--- src/rtl/cnn_loop_pkg.sv ---
// Shared definitions for the CNN loop-nest walker.
// Holds the FSM state encoding, the largest supported nest depth and the
// helper that maps a zero bound/stride onto one when the config is latched.
package cnn_loop_pkg;

  // Largest nest depth the walker is built for.
  localparam int unsigned MaxDims = 8;

  // FSM state encoding.
  typedef logic [0:0] state_t;
  localparam state_t StIdle = 1'b0;
  localparam state_t StRun  = 1'b1;

  // A zero bound would give an empty level and a zero stride would never
  // advance, so both are treated as one.
  function automatic logic [31:0] norm_nonzero(input logic [31:0] v);
    return (v == 32'd0) ? 32'd1 : v;
  endfunction

endpackage

--- src/rtl/cnn_loop_level.sv ---
// One level of the loop nest.
// Latches a normalised bound/stride on load, keeps the level index and
// flags the final value of the level combinationally.
// Ports:
//   clk_i, reset_i : clock, async active-high reset
//   load_i         : latch bound_i/stride_i and zero the index
//   clr_i          : zero the index (abort)
//   step_i         : advance this level by one stride
//   wrap_en_i      : allow the index to wrap to 0 when stepping on its last value
//   bound_i        : iteration limit (exclusive)
//   stride_i       : step size
//   idx_o          : current index
//   last_o         : index is at the final value of this level
module cnn_loop_level
  import cnn_loop_pkg::*;
#(
  parameter int unsigned width_p        = 8,
  parameter int unsigned stride_width_p = 4
) (
  input  logic                      clk_i,
  input  logic                      reset_i,
  input  logic                      load_i,
  input  logic                      clr_i,
  input  logic                      step_i,
  input  logic                      wrap_en_i,
  input  logic [width_p-1:0]        bound_i,
  input  logic [stride_width_p-1:0] stride_i,
  output logic [width_p-1:0]        idx_o,
  output logic                      last_o
);

  logic [width_p-1:0]        bound_q, bound_d;
  logic [stride_width_p-1:0] stride_q, stride_d;
  logic [width_p-1:0]        idx_q, idx_d;
  logic [width_p:0]          sum;

  // One extra bit so idx + stride can never wrap to a small value.
  assign sum    = {1'b0, idx_q} + (width_p + 1)'(stride_q);
  assign last_o = (sum >= {1'b0, bound_q});
  assign idx_o  = idx_q;

  always_comb begin
    bound_d  = bound_q;
    stride_d = stride_q;
    idx_d    = idx_q;
    if (clr_i) begin
      idx_d = '0;
    end else if (load_i) begin
      bound_d  = width_p'(norm_nonzero(32'(bound_i)));
      stride_d = stride_width_p'(norm_nonzero(32'(stride_i)));
      idx_d    = '0;
    end else if (step_i) begin
      if (last_o) begin
        idx_d = wrap_en_i ? '0 : idx_q;
      end else begin
        idx_d = sum[width_p-1:0];
      end
    end
  end

  always_ff @(posedge clk_i or posedge reset_i) begin
    if (reset_i) begin
      bound_q  <= width_p'(1);
      stride_q <= stride_width_p'(1);
      idx_q    <= '0;
    end else begin
      bound_q  <= bound_d;
      stride_q <= stride_d;
      idx_q    <= idx_d;
    end
  end

endmodule

--- src/rtl/cnn_loop_nest.sv ---
// Multi-level CNN loop-nest walker.
// Walks dims_p loop levels (level 0 innermost) and presents one index tuple
// per accepted beat on a valid/yield handshake, with per-level last flags and
// a one-cycle done pulse after the final tuple is accepted.
// Ports:
//   clk_i, reset_i : clock, async active-high reset
//   start_i        : begin a run (sampled only in IDLE)
//   clear_i        : synchronous abort back to IDLE, no done pulse
//   bound_i        : per-level limits, level k at [k*width_p +: width_p]
//   stride_i       : per-level steps, level k at [k*stride_width_p +: stride_width_p]
//   yield_i        : consumer accepts the current tuple
//   busy_o/valid_o : high while running
//   idx_o          : current index tuple
//   last_o         : per-level final-value flags (0 when idle)
//   done_o         : pulse after the final accept
module cnn_loop_nest
  import cnn_loop_pkg::*;
#(
  parameter int unsigned dims_p         = 4,
  parameter int unsigned width_p        = 8,
  parameter int unsigned stride_width_p = 4
) (
  input  logic                             clk_i,
  input  logic                             reset_i,
  input  logic                             start_i,
  input  logic                             clear_i,
  input  logic [dims_p*width_p-1:0]        bound_i,
  input  logic [dims_p*stride_width_p-1:0] stride_i,
  input  logic                             yield_i,
  output logic                             busy_o,
  output logic                             valid_o,
  output logic [dims_p*width_p-1:0]        idx_o,
  output logic [dims_p-1:0]                last_o,
  output logic                             done_o
);

  state_t state_q, state_d;
  logic   done_q, done_d;

  logic              run;
  logic              accept;
  logic              final_accept;
  logic              load;
  logic              clr;
  logic [dims_p-1:0] last_raw;
  logic [dims_p-1:0] step;
  // inner_all[k] is high when every level below k sits on its last value.
  logic [dims_p:0]   inner_all;

  assign run          = (state_q == StRun);
  assign accept       = run & yield_i;
  assign final_accept = accept & inner_all[dims_p];

  always_comb begin
    inner_all[0] = 1'b1;
    for (int k = 0; k < int'(dims_p); k++) begin
      inner_all[k+1] = inner_all[k] & last_raw[k];
    end
  end

  always_comb begin
    for (int k = 0; k < int'(dims_p); k++) begin
      step[k] = accept & inner_all[k] & ~clear_i;
    end
  end

  always_comb begin
    state_d = state_q;
    done_d  = 1'b0;
    load    = 1'b0;
    clr     = 1'b0;
    if (clear_i) begin
      state_d = StIdle;
      clr     = 1'b1;
    end else begin
      unique case (state_q)
        StIdle: begin
          if (start_i) begin
            state_d = StRun;
            load    = 1'b1;
          end
        end
        StRun: begin
          if (final_accept) begin
            state_d = StIdle;
            done_d  = 1'b1;
          end
        end
        default: state_d = StIdle;
      endcase
    end
  end

  always_ff @(posedge clk_i or posedge reset_i) begin
    if (reset_i) begin
      state_q <= StIdle;
      done_q  <= 1'b0;
    end else begin
      state_q <= state_d;
      done_q  <= done_d;
    end
  end

  for (genvar k = 0; k < dims_p; k++) begin : g_level
    cnn_loop_level #(
      .width_p       (width_p),
      .stride_width_p(stride_width_p)
    ) u_level (
      .clk_i    (clk_i),
      .reset_i  (reset_i),
      .load_i   (load),
      .clr_i    (clr),
      .step_i   (step[k]),
      .wrap_en_i(1'b1),
      .bound_i  (bound_i[k*width_p +: width_p]),
      .stride_i (stride_i[k*stride_width_p +: stride_width_p]),
      .idx_o    (idx_o[k*width_p +: width_p]),
      .last_o   (last_raw[k])
    );
  end

  assign busy_o  = run;
  assign valid_o = run;
  // Final-value flags only mean something while a tuple is presented.
  assign last_o  = last_raw & {dims_p{run}};
  assign done_o  = done_q;

endmodule

--- config.mk ---
export PLATFORM = sky130hd
export DESIGN_NAME = cnn_loop_nest
export DESIGN_NICKNAME = d
export VERILOG_FILES = /design/src/rtl/cnn_loop_pkg.sv /design/src/rtl/cnn_loop_level.sv /design/src/rtl/cnn_loop_nest.sv
export SDC_FILE = /design/constraint.sdc
export NUM_CORES = 1
export LEC_CHECK = 0
export ABC_AREA = 1
export BUFFER_PORTS_ARGS = -buffer_cell sky130_fd_sc_hd__clkbuf_2
export CORE_MARGIN = 10
export CORE_UTILIZATION = 55
export DETAILED_ROUTE_END_ITERATION = 8
export PLACE_DENSITY = 0.77
export SKIP_LAST_GASP = 1
export SYNTH_ARGS = -nofsm -noshare
export SYNTH_HDL_FRONTEND = slang
export SYNTH_SLANG_ARGS = --single-unit
--- constraint.sdc ---
create_clock -name clk_i -period 3.9 [get_ports clk_i]
set_clock_uncertainty 0.2 [all_clocks]
set_input_delay 0.39 -clock clk_i [delete_from_list [all_inputs] [get_ports clk_i]]
set_output_delay 0.39 -clock clk_i [all_outputs]
set_load 0.005 [all_outputs]
==> results of run 1 <==
-- metrics by stage --
stage,cells,setup WS [ps]
after CTS,854,168
after detailed placement,838,617
final,855,206
after floorplan,645,920
after global routing,855,14.1
after global placement,838,727
-- cells by family after synthesis --
group                    count (synthesis)
AO/OA/AOI/OAI                           91
buffers and inverters                  109
XOR/XNOR                                18
adder cells (fa/ha/maj)                 52
flip-flops                              82
AND/OR/NAND/NOR                        293
-- flip-flops by register name, summed over array words and instances, names as in the netlist --
register and cells:
busy_o 1, g_level.u_level.idx_o 32, g_level.u_level.stride_q 16, done_o 1, g_level.u_level.bound_q 32
-- area by class of cell --
class	instances	area share, %
clock buffer	11	2.21
inverter	97	6.13
clock inverter	5	1.32
multi-input combinational	454	45.2
sequential	82	34.6
timing repair buffer	95	8.15
tap	111	2.33
-- Yosys cell counts --
cell type,instances,area (sq um)
sky130_fd_sc_hd__a21oi_1,25,125
sky130_fd_sc_hd__a21oi_2,5,43.8
sky130_fd_sc_hd__a21oi_4,2,32.5
sky130_fd_sc_hd__a31oi_1,1,6.26
sky130_fd_sc_hd__buf_1,1,3.75
sky130_fd_sc_hd__buf_12,1,20.0
sky130_fd_sc_hd__buf_4,1,7.51
sky130_fd_sc_hd__clkbuf_1,9,33.8
sky130_fd_sc_hd__dfrtp_1,74,1850
sky130_fd_sc_hd__dfstp_2,8,210
sky130_fd_sc_hd__fa_1,4,80.1
sky130_fd_sc_hd__ha_1,48,601
sky130_fd_sc_hd__inv_1,94,353
sky130_fd_sc_hd__inv_2,3,11.3
sky130_fd_sc_hd__nand2_1,195,732
sky130_fd_sc_hd__nand2_2,6,37.5
sky130_fd_sc_hd__nand2_4,4,45.0
sky130_fd_sc_hd__nand3_1,30,150
sky130_fd_sc_hd__nand3_2,2,20.0
sky130_fd_sc_hd__nand3_4,2,35.0
sky130_fd_sc_hd__nand3b_1,1,7.51
sky130_fd_sc_hd__nand4_1,8,50.1
sky130_fd_sc_hd__nor2_1,24,90.1
sky130_fd_sc_hd__nor2_2,2,12.5
sky130_fd_sc_hd__nor2_4,4,45.0
sky130_fd_sc_hd__nor3_1,8,40.0
sky130_fd_sc_hd__nor4_1,7,43.8
sky130_fd_sc_hd__o21ai_0,41,205
sky130_fd_sc_hd__o21ai_1,3,15.0
sky130_fd_sc_hd__o21ai_2,9,78.8
sky130_fd_sc_hd__o22ai_1,4,25.0
sky130_fd_sc_hd__o2bb2ai_1,1,8.76
sky130_fd_sc_hd__xnor2_1,4,35.0
sky130_fd_sc_hd__xor2_1,14,123
-- repair_timing --
item | in CTS | in global routing
setup endpoints to repair | 0 | 1
gates resized for setup | 0 | 1
setup buffers | 0 | 1
-- routing by layer --
layer | GRT usage, % | wire length (microns)
met1 | 21.8 | 5340
met2 | 32.2 | 5770
met3 | 4.03 | 746
met4 | 5.60 | 170
met5 | 0 | 0
-- worst paths after layout --
kind / to / slack (ps)
worst max-delay path: last_o[3] / 210
worst min-delay path: g_level[0].u_level.idx_o[1]$_DFFE_PP0P_ / 20
worst max register to register: g_level[0].u_level.idx_o[0]$_DFFE_PP0P_ / 660
worst min register to register: g_level[2].u_level.stride_q[0]$_DFFE_PP1P_ / 270
max in group asynchronous: g_level[2].u_level.stride_q[0]$_DFFE_PP1P_ / 2540
min in group clk_i: g_level[1].u_level.stride_q[1]$_DFFE_PP0P_ / 50
-- power breakdown --
| group | internal, mW | switching, mW |
|---|---|---|
| clock | 0.361 | 0.313 |
| combinational | 0.284 | 0.466 |
| sequential | 0.975 | 0.0641 |
| total | 1.62 | 0.843 |
==> insert_results.sql, run 1 <==
INSERT INTO impl_metrics (metric_group, metric, value, unit) VALUES
('sta', 'setup_viol_count_final', '0', ''),
('place', 'dpl-instance-area', '5740', 'sq um'),
('place', 'placed_wire_length_estimate', '9.48', 'mm'),
('clock_tree', 'worst_skew_pair.late_latency', '350', 'ps'),
('route', 'detail_route.vias_per_cell', '5.23', ''),
('setup_path', 'crit_start', 'g_level[3].u_level.idx_o[0]$_DFFE_PP0P_', ''),
('setup_path', 'path_common_cell', 'sky130_fd_sc_hd__nand2_1', ''),
('flow_run', 'cap_violations', '0', ''),
('sta', 'timing_max_transition_violations_final', '0', ''),
('global_route', 'grt_util_overall', '18.3', '%'),
('floorplanning', 'die-area', '13700', 'sq um'),
('pwr', 'leakage', '3.35', 'nW'),
('global_route', 'grt_max_degree', '73', ''),
('synth', 'syn_inst', '645', ''),
('final_layout', 'diodes', '0', ''),
('setup_path', 'timing.critical_path.from_type', 'flop', ''),
('sta', 'max_freq', '271', 'MHz'),
('final_layout', 'areaGrowthSynthToFinish', '15.0', '%'),
('setup_path', 'arrival_time_reported_for_the_critical_path_endpoint', '3100', 'ps'),
('final_layout', 'mostFrequentLayoutCell', 'sky130_fd_sc_hd__nand2_1', ''),
('sta', 'hold_slack', '22.4', 'ps'),
('pwr', 'finalPower', '2.46', 'mW'),
('clock_tree', 'cts_bufs_inserted', '9', ''),
('route', 'remaining_number_of_nets_flagged_by_the_antenna_check_after_routing', '0', ''),
('sta', 'layout_min_cycle_time', '3690', 'ps'),
('final_layout', 'nets', '844', ''),
('floorplanning', 'dieWidth', '117', 'microns'),
('setup_path', 'timing.critical_path.cells', 'ha_1, fa_1, nand3_1, nand2_1, nand2_1, nor2_2, xor2_1, inv_1, ha_1, nand2_1, inv_1, nand2_1, nand2_1, a21oi_2, buf_4, nor2_1, clkbuf_2', ''),
('sta', 'fin_crit_sh', '94.7', '%'),
('clock_tree', 'root_buffer', 'sky130_fd_sc_hd__clkbuf_8', ''),
('setup_path', 'critical-path-top-delay-family', 'adder cells', ''),
('synth', 'synth_compound_area_share', '10.4', '%'),
('setup_path', 'slowest_delay', '420', 'ps'),
('synth', 'yosys.area_share.adder', '13.1', '%'),
('floorplanning', 'placeableCoreArea', '9200', 'sq um'),
('synth', 'yosys_register_bits', '82', ''),
('final_layout', 'layout-drive-gt1-share', '21.2', '%'),
('global_route', 'grt_antenna_before_repair', '0', ''),
('synth', 'ys_types', '34', ''),
('clock_tree', 'cts_tree', 'built', ''),
('setup_path', 'worst-path-buf-inv', '4', ''),
('setup_path', 'timing.rr.start', 'g_level[0].u_level.idx_o[0]$_DFFE_PP0P_', ''),
('floorplanning', 'floorplan.initialDensity', '56.3', '%'),
('sta', 'rsz0062_at_grt', 'false', ''),
('global_route', 'first_pass_grt_wire_length', '20.3', 'mm'),
('status', 'status', 'finished, final reports clean', ''),
('clock_tree', 'cts.sinks', '82', ''),
('final_layout', 'multi_input_area', '2700', 'sq um'),
('pwr', 'power-per-cell-area', '414', 'nW/um^2'),
('final_layout', 'fin_util', '64.8', '%'),
('clock_tree', 'h-tree-depth', '3', ''),
('global_route', 'grt-ovfl-total', '0', ''),
('final_layout', 'mostFrequentLayoutCells', 'sky130_fd_sc_hd__nand2_1, sky130_fd_sc_hd__inv_1, sky130_fd_sc_hd__clkbuf_2', ''),
('synth', 'yosysSeqAreaShare', '39.8', '%'),
('synth', 'syn-cell-area', '5180', 'sq um'),
('floorplanning', 'die_h', '117', 'microns'),
('route', 'routedWlPerCell', '14.1', 'microns'),
('setup_path', 'end_kind', 'output port', ''),
('final_layout', 'fin_area', '5960', 'sq um'),
('synth', 'post_synth_xor_area_fraction', '3.04', '%'),
('floorplanning', 'ioPinCount', '92', ''),
('synth', 'synthesis.nets', '750', ''),
('synth', 'synth.area.mux_share', '0', '%'),
('synth', 'yosys_warnings', '0', ''),
('route', 'drt_drc_violations_left', '0', ''),
('sta', 'max_slew_headroom', '32.3', '%'),
('route', 'drt-pass1-iter-count', '4', ''),
('place', 'finalWeightedCongestion', '0.874', ''),
('route', 'vias', '4470', ''),
('pwr', 'vdd_drop_max', '340', 'uV'),
('place', 'buffer_ports.inserted', '91', '');
(Power assumes the default switching activity.)
==> run 2: changes to the inputs <==
--- a/config.mk
+++ b/config.mk
@@ -9,8 +9,10 @@
 export BUFFER_PORTS_ARGS = -buffer_cell sky130_fd_sc_hd__clkbuf_2
 export CORE_MARGIN = 10
 export CORE_UTILIZATION = 55
+export CTS_BUF_LIST = sky130_fd_sc_hd__clkbuf_4 sky130_fd_sc_hd__clkbuf_8
 export DETAILED_ROUTE_END_ITERATION = 8
 export PLACE_DENSITY = 0.77
+export RECOVER_POWER = 25
 export SKIP_LAST_GASP = 1
 export SYNTH_ARGS = -nofsm -noshare
 export SYNTH_HDL_FRONTEND = slang
==> run 2 against run 1 <==
  * The flow now finishes with violations (max-capacitance violations, max-slew violations)
  * Clock-buffer cell count did not move
  * Total power is 0.59% higher
  * Clock power is 2% higher
  * Global-route usage increased by 0.065 points
  * Largest cell class unchanged
  * Hold slack better by 21 ps
  * Core utilization rose by 0.068 points
  * Worst setup slack lost 6.0 ps
  * Register-to-register slack is essentially flat
  * Highest routed layer unchanged
  * Largest power group unchanged
  * Cell count unchanged
==> insert_results.sql, run 2 (synthesis results as in run 1) <==
INSERT INTO impl_metrics (metric_group, metric, value, unit) VALUES
('status', 'status', 'finished, violations left', ''),
('status', 'violations', 'max-capacitance violations, max-slew violations', ''),
('place', 'placed_wire_length_estimate', '9.48', 'mm'),
('setup_path', 'timing.critical_path.slowest_stage_cell', 'sky130_fd_sc_hd__fa_1', ''),
('global_route', 'first_global_vias', '4566', ''),
('pwr', 'leakage', '3.35', 'nW'),
('place', 'place_ws', '617', 'ps'),
('floorplanning', 'placeableCoreArea', '9200', 'sq um'),
('place', 'buffer_ports.inserted', '91', ''),
('pwr', 'switchingPower', '0.844', 'mW'),
('route', 'detail_route.vias_per_cell', '5.19', ''),
('global_route', 'grt-ovfl-total', '0', ''),
('sta', 'setup_tns', '0', 'ps'),
('setup_path', 'path_common_cell', 'sky130_fd_sc_hd__nand2_1', ''),
('final_layout', 'mostFrequentLayoutCells', 'sky130_fd_sc_hd__nand2_1, sky130_fd_sc_hd__inv_1, sky130_fd_sc_hd__clkbuf_2', ''),
('setup_path', 'end_kind', 'output port', ''),
('final_layout', 'ff_latch_area', '2060', 'sq um'),
('global_route', 'grt_antenna_before_repair', '0', ''),
('final_layout', 'layout-drive-gt1-share', '21.4', '%'),
('pwr', 'cell_internal_pwr', '1.63', 'mW'),
('place', 'finalWeightedCongestion', '0.874', ''),
('pwr', 'vdd_drop_max', '341', 'uV'),
('route', 'detail_route.wirelength', '12.0', 'mm'),
('clock_tree', 'worst_skew_pair.late_latency', '360', 'ps'),
('pwr', 'netSwitchingFraction', '34.1', '%'),
('clock_tree', 'h-tree-depth', '3', ''),
('final_layout', 'mostFrequentLayoutCell', 'sky130_fd_sc_hd__nand2_1', ''),
('sta', 'max_freq', '270', 'MHz'),
('setup_path', 'worst-path-buf-inv', '4', ''),
('final_layout', 'multi_input_area', '2700', 'sq um'),
('clock_tree', 'cts_bufs_inserted', '9', ''),
('global_route', 'grt_util_overall', '18.4', '%'),
('floorplanning', 'die_h', '117', 'microns'),
('final_layout', 'nets', '844', ''),
('clock_tree', 'cts.sinks', '82', ''),
('pwr', 'power-per-cell-area', '416', 'nW/um^2'),
('setup_path', 'maximum_fanout_along_the_worst_path', '8', ''),
('global_route', 'grt_max_degree', '73', ''),
('route', 'routedWlPerCell', '14.1', 'microns'),
('clock_tree', 'cts.path.max_buffers', '2', ''),
('setup_path', 'timing.critical_path.from_type', 'flop', ''),
('sta', 'hold_viol', '0', ''),
('global_route', 'first_pass_grt_wire_length', '20.3', 'mm'),
('setup_path', 'timing.critical_path.cells', 'ha_1, fa_1, nand3_1, nand2_1, nand2_1, nor2_2, xor2_1, inv_1, ha_1, nand2_1, inv_1, nand2_1, nand2_1, a21oi_2, buf_4, nor2_1, clkbuf_2', ''),
('floorplanning', 'die-area', '13700', 'sq um'),
('route', 'drt_drc_violations_left', '0', ''),
('sta', 'rsz0062_at_grt', 'false', ''),
('route', 'drt-initial-drc-count', '172', ''),
('clock_tree', 'worst_setup_hold_path_clk_slew', '90', 'ps'),
('sta', 'layout_setup_ws', '200', 'ps'),
('route', 'remaining_number_of_nets_flagged_by_the_antenna_check_after_routing', '0', ''),
('setup_path', 'slowest_delay', '420', 'ps'),
('floorplanning', 'ioPinCount', '92', ''),
('pwr', 'finalPower', '2.48', 'mW'),
('sta', 'layout_min_cycle_time', '3700', 'ps'),
('final_layout', 'fillers', '806', ''),
('pwr', 'power_frac_seq', '42.0', '%'),
('sta', 'fin_crit_sh', '94.9', '%'),
('clock_tree', 'root_buffer', 'sky130_fd_sc_hd__clkbuf_8', ''),
('setup_path', 'critical-path-top-delay-family', 'adder cells', ''),
('pwr', 'power.share.combinational', '30.3', '%'),
('sta', 'timing_max_transition_violations_final', '61', ''),
('clock_tree', 'cts_tree', 'built', ''),
('route', 'drt-pass1-iter-count', '4', ''),
('floorplanning', 'floorplan.initialDensity', '56.3', '%'),
('setup_path', 'timing.critical_path.required', '3310', 'ps'),
('setup_path', 'arrival_time_reported_for_the_critical_path_endpoint', '3110', 'ps'),
('sta', 'tightest_slew', '2610', 'ps'),
('floorplanning', 'dieWidth', '117', 'microns'),
('route', 'vias', '4440', ''),
('final_layout', 'diodes', '0', ''),
('pwr', 'p_clk_share', '27.8', '%'),
('flow_run', 'cap_violations', '1', ''),
('sta', 'setup_viol_count_final', '0', ''),
('sta', 'max_slew_headroom', '-74.9', '%'),
('floorplanning', 'std_cell_rows', '35', ''),
('final_layout', 'areaGrowthSynthToFinish', '15.1', '%'),
('clock_tree', 'post_cts_hold_fix_bufs', '0', ''),
('setup_path', 'criticalPathCategory', 'flop to output port', ''),
('min_path', 'hold_class', 'input pin to flop', '');
==> run 2: cell count changes in the layout (fill, tap and decap cells not counted) <==
cell                         previous run  this run
sky130_fd_sc_hd__clkbuf_1               2         1
sky130_fd_sc_hd__clkbuf_2              91        90
sky130_fd_sc_hd__clkbuf_4               0         2
sky130_fd_sc_hd__clkinv_2               3         2
sky130_fd_sc_hd__clkinvlp_2             0         1
==> run 2: worst min-delay path, delay by kind of cell <==
family                 cells  cell delay, ps
AND/OR/NAND/NOR            2             100
buffers and inverters      1              90
==> run 2: what timing repair did <==
action,4_1_cts,5_1_grt
resized for setup,0,1
setup endpoints to repair,0,1
buffers inserted,0,1
==> run 2: power by group through the flow <==
stage / clock network (mW) / logic (mW) / registers [mW]
finish: 0.689 / 0.750 / 1.04
CTS: 0.699 / 0.761 / 1.04
global route: 0.740 / 0.876 / 1.05
detailed placement: 0 / 0.753 / 1.06
floorplan: 0 / 0.555 / 1.04
global placement: 0 / 0.716 / 1.05
==> run 2: cell type report <==
cell class	instances	share of cell area, %
inverter	97	6.13
clock inverter	5	1.32
multi-input combinational	454	45.2
sequential	82	34.6
tap	111	2.33
clock buffer	11	2.33
timing repair buffer	95	8.12
==> run 2: final timing paths <==
check	startpoint	endpoint	slack, ps	cells after the start
max	g_level[3].u_level.idx_o[0]$_DFFE_PP0P_	last_o[3]	200	17
min	stride_i[13]	g_level[3].u_level.stride_q[1]$_DFFE_PP0P_	40	3
max reg2reg	g_level[0].u_level.idx_o[0]$_DFFE_PP0P_	g_level[0].u_level.idx_o[0]$_DFFE_PP0P_	660	18
min reg2reg	g_level[2].u_level.stride_q[0]$_DFFE_PP1P_	g_level[2].u_level.stride_q[0]$_DFFE_PP1P_	270	2
max in group asynchronous	reset_i	g_level[2].u_level.stride_q[0]$_DFFE_PP1P_	1680	3
min in group asynchronous	reset_i	g_level[0].u_level.idx_o[1]$_DFFE_PP0P_	520	2
==> run 2: routing by layer <==
metal	wire (microns)	share of wire, %	vias to the layer above	GRT usage [%]
li1	-	-	2244	-
met1	5350	44	2074	21.9
met2	5760	48	105	32.3
met3	715	5.9	17	4.49
met4	197	1.6	0	5.11
met5	0	0	-	0
==> run 2: metrics by stage <==
stage | util, % | hold slack (ps) | cell area (sq um) | cells
after global routing | 64.8 | 49.2 | 5960 | 855
after global placement | 62.4 | 262 | 5740 | 838
after CTS | 64.7 | 37.3 | 5950 | 854
after floorplan | - | 246 | 5180 | 645
after detailed placement | 62.4 | 264 | 5740 | 838
final | 64.8 | 43.9 | 5960 | 855
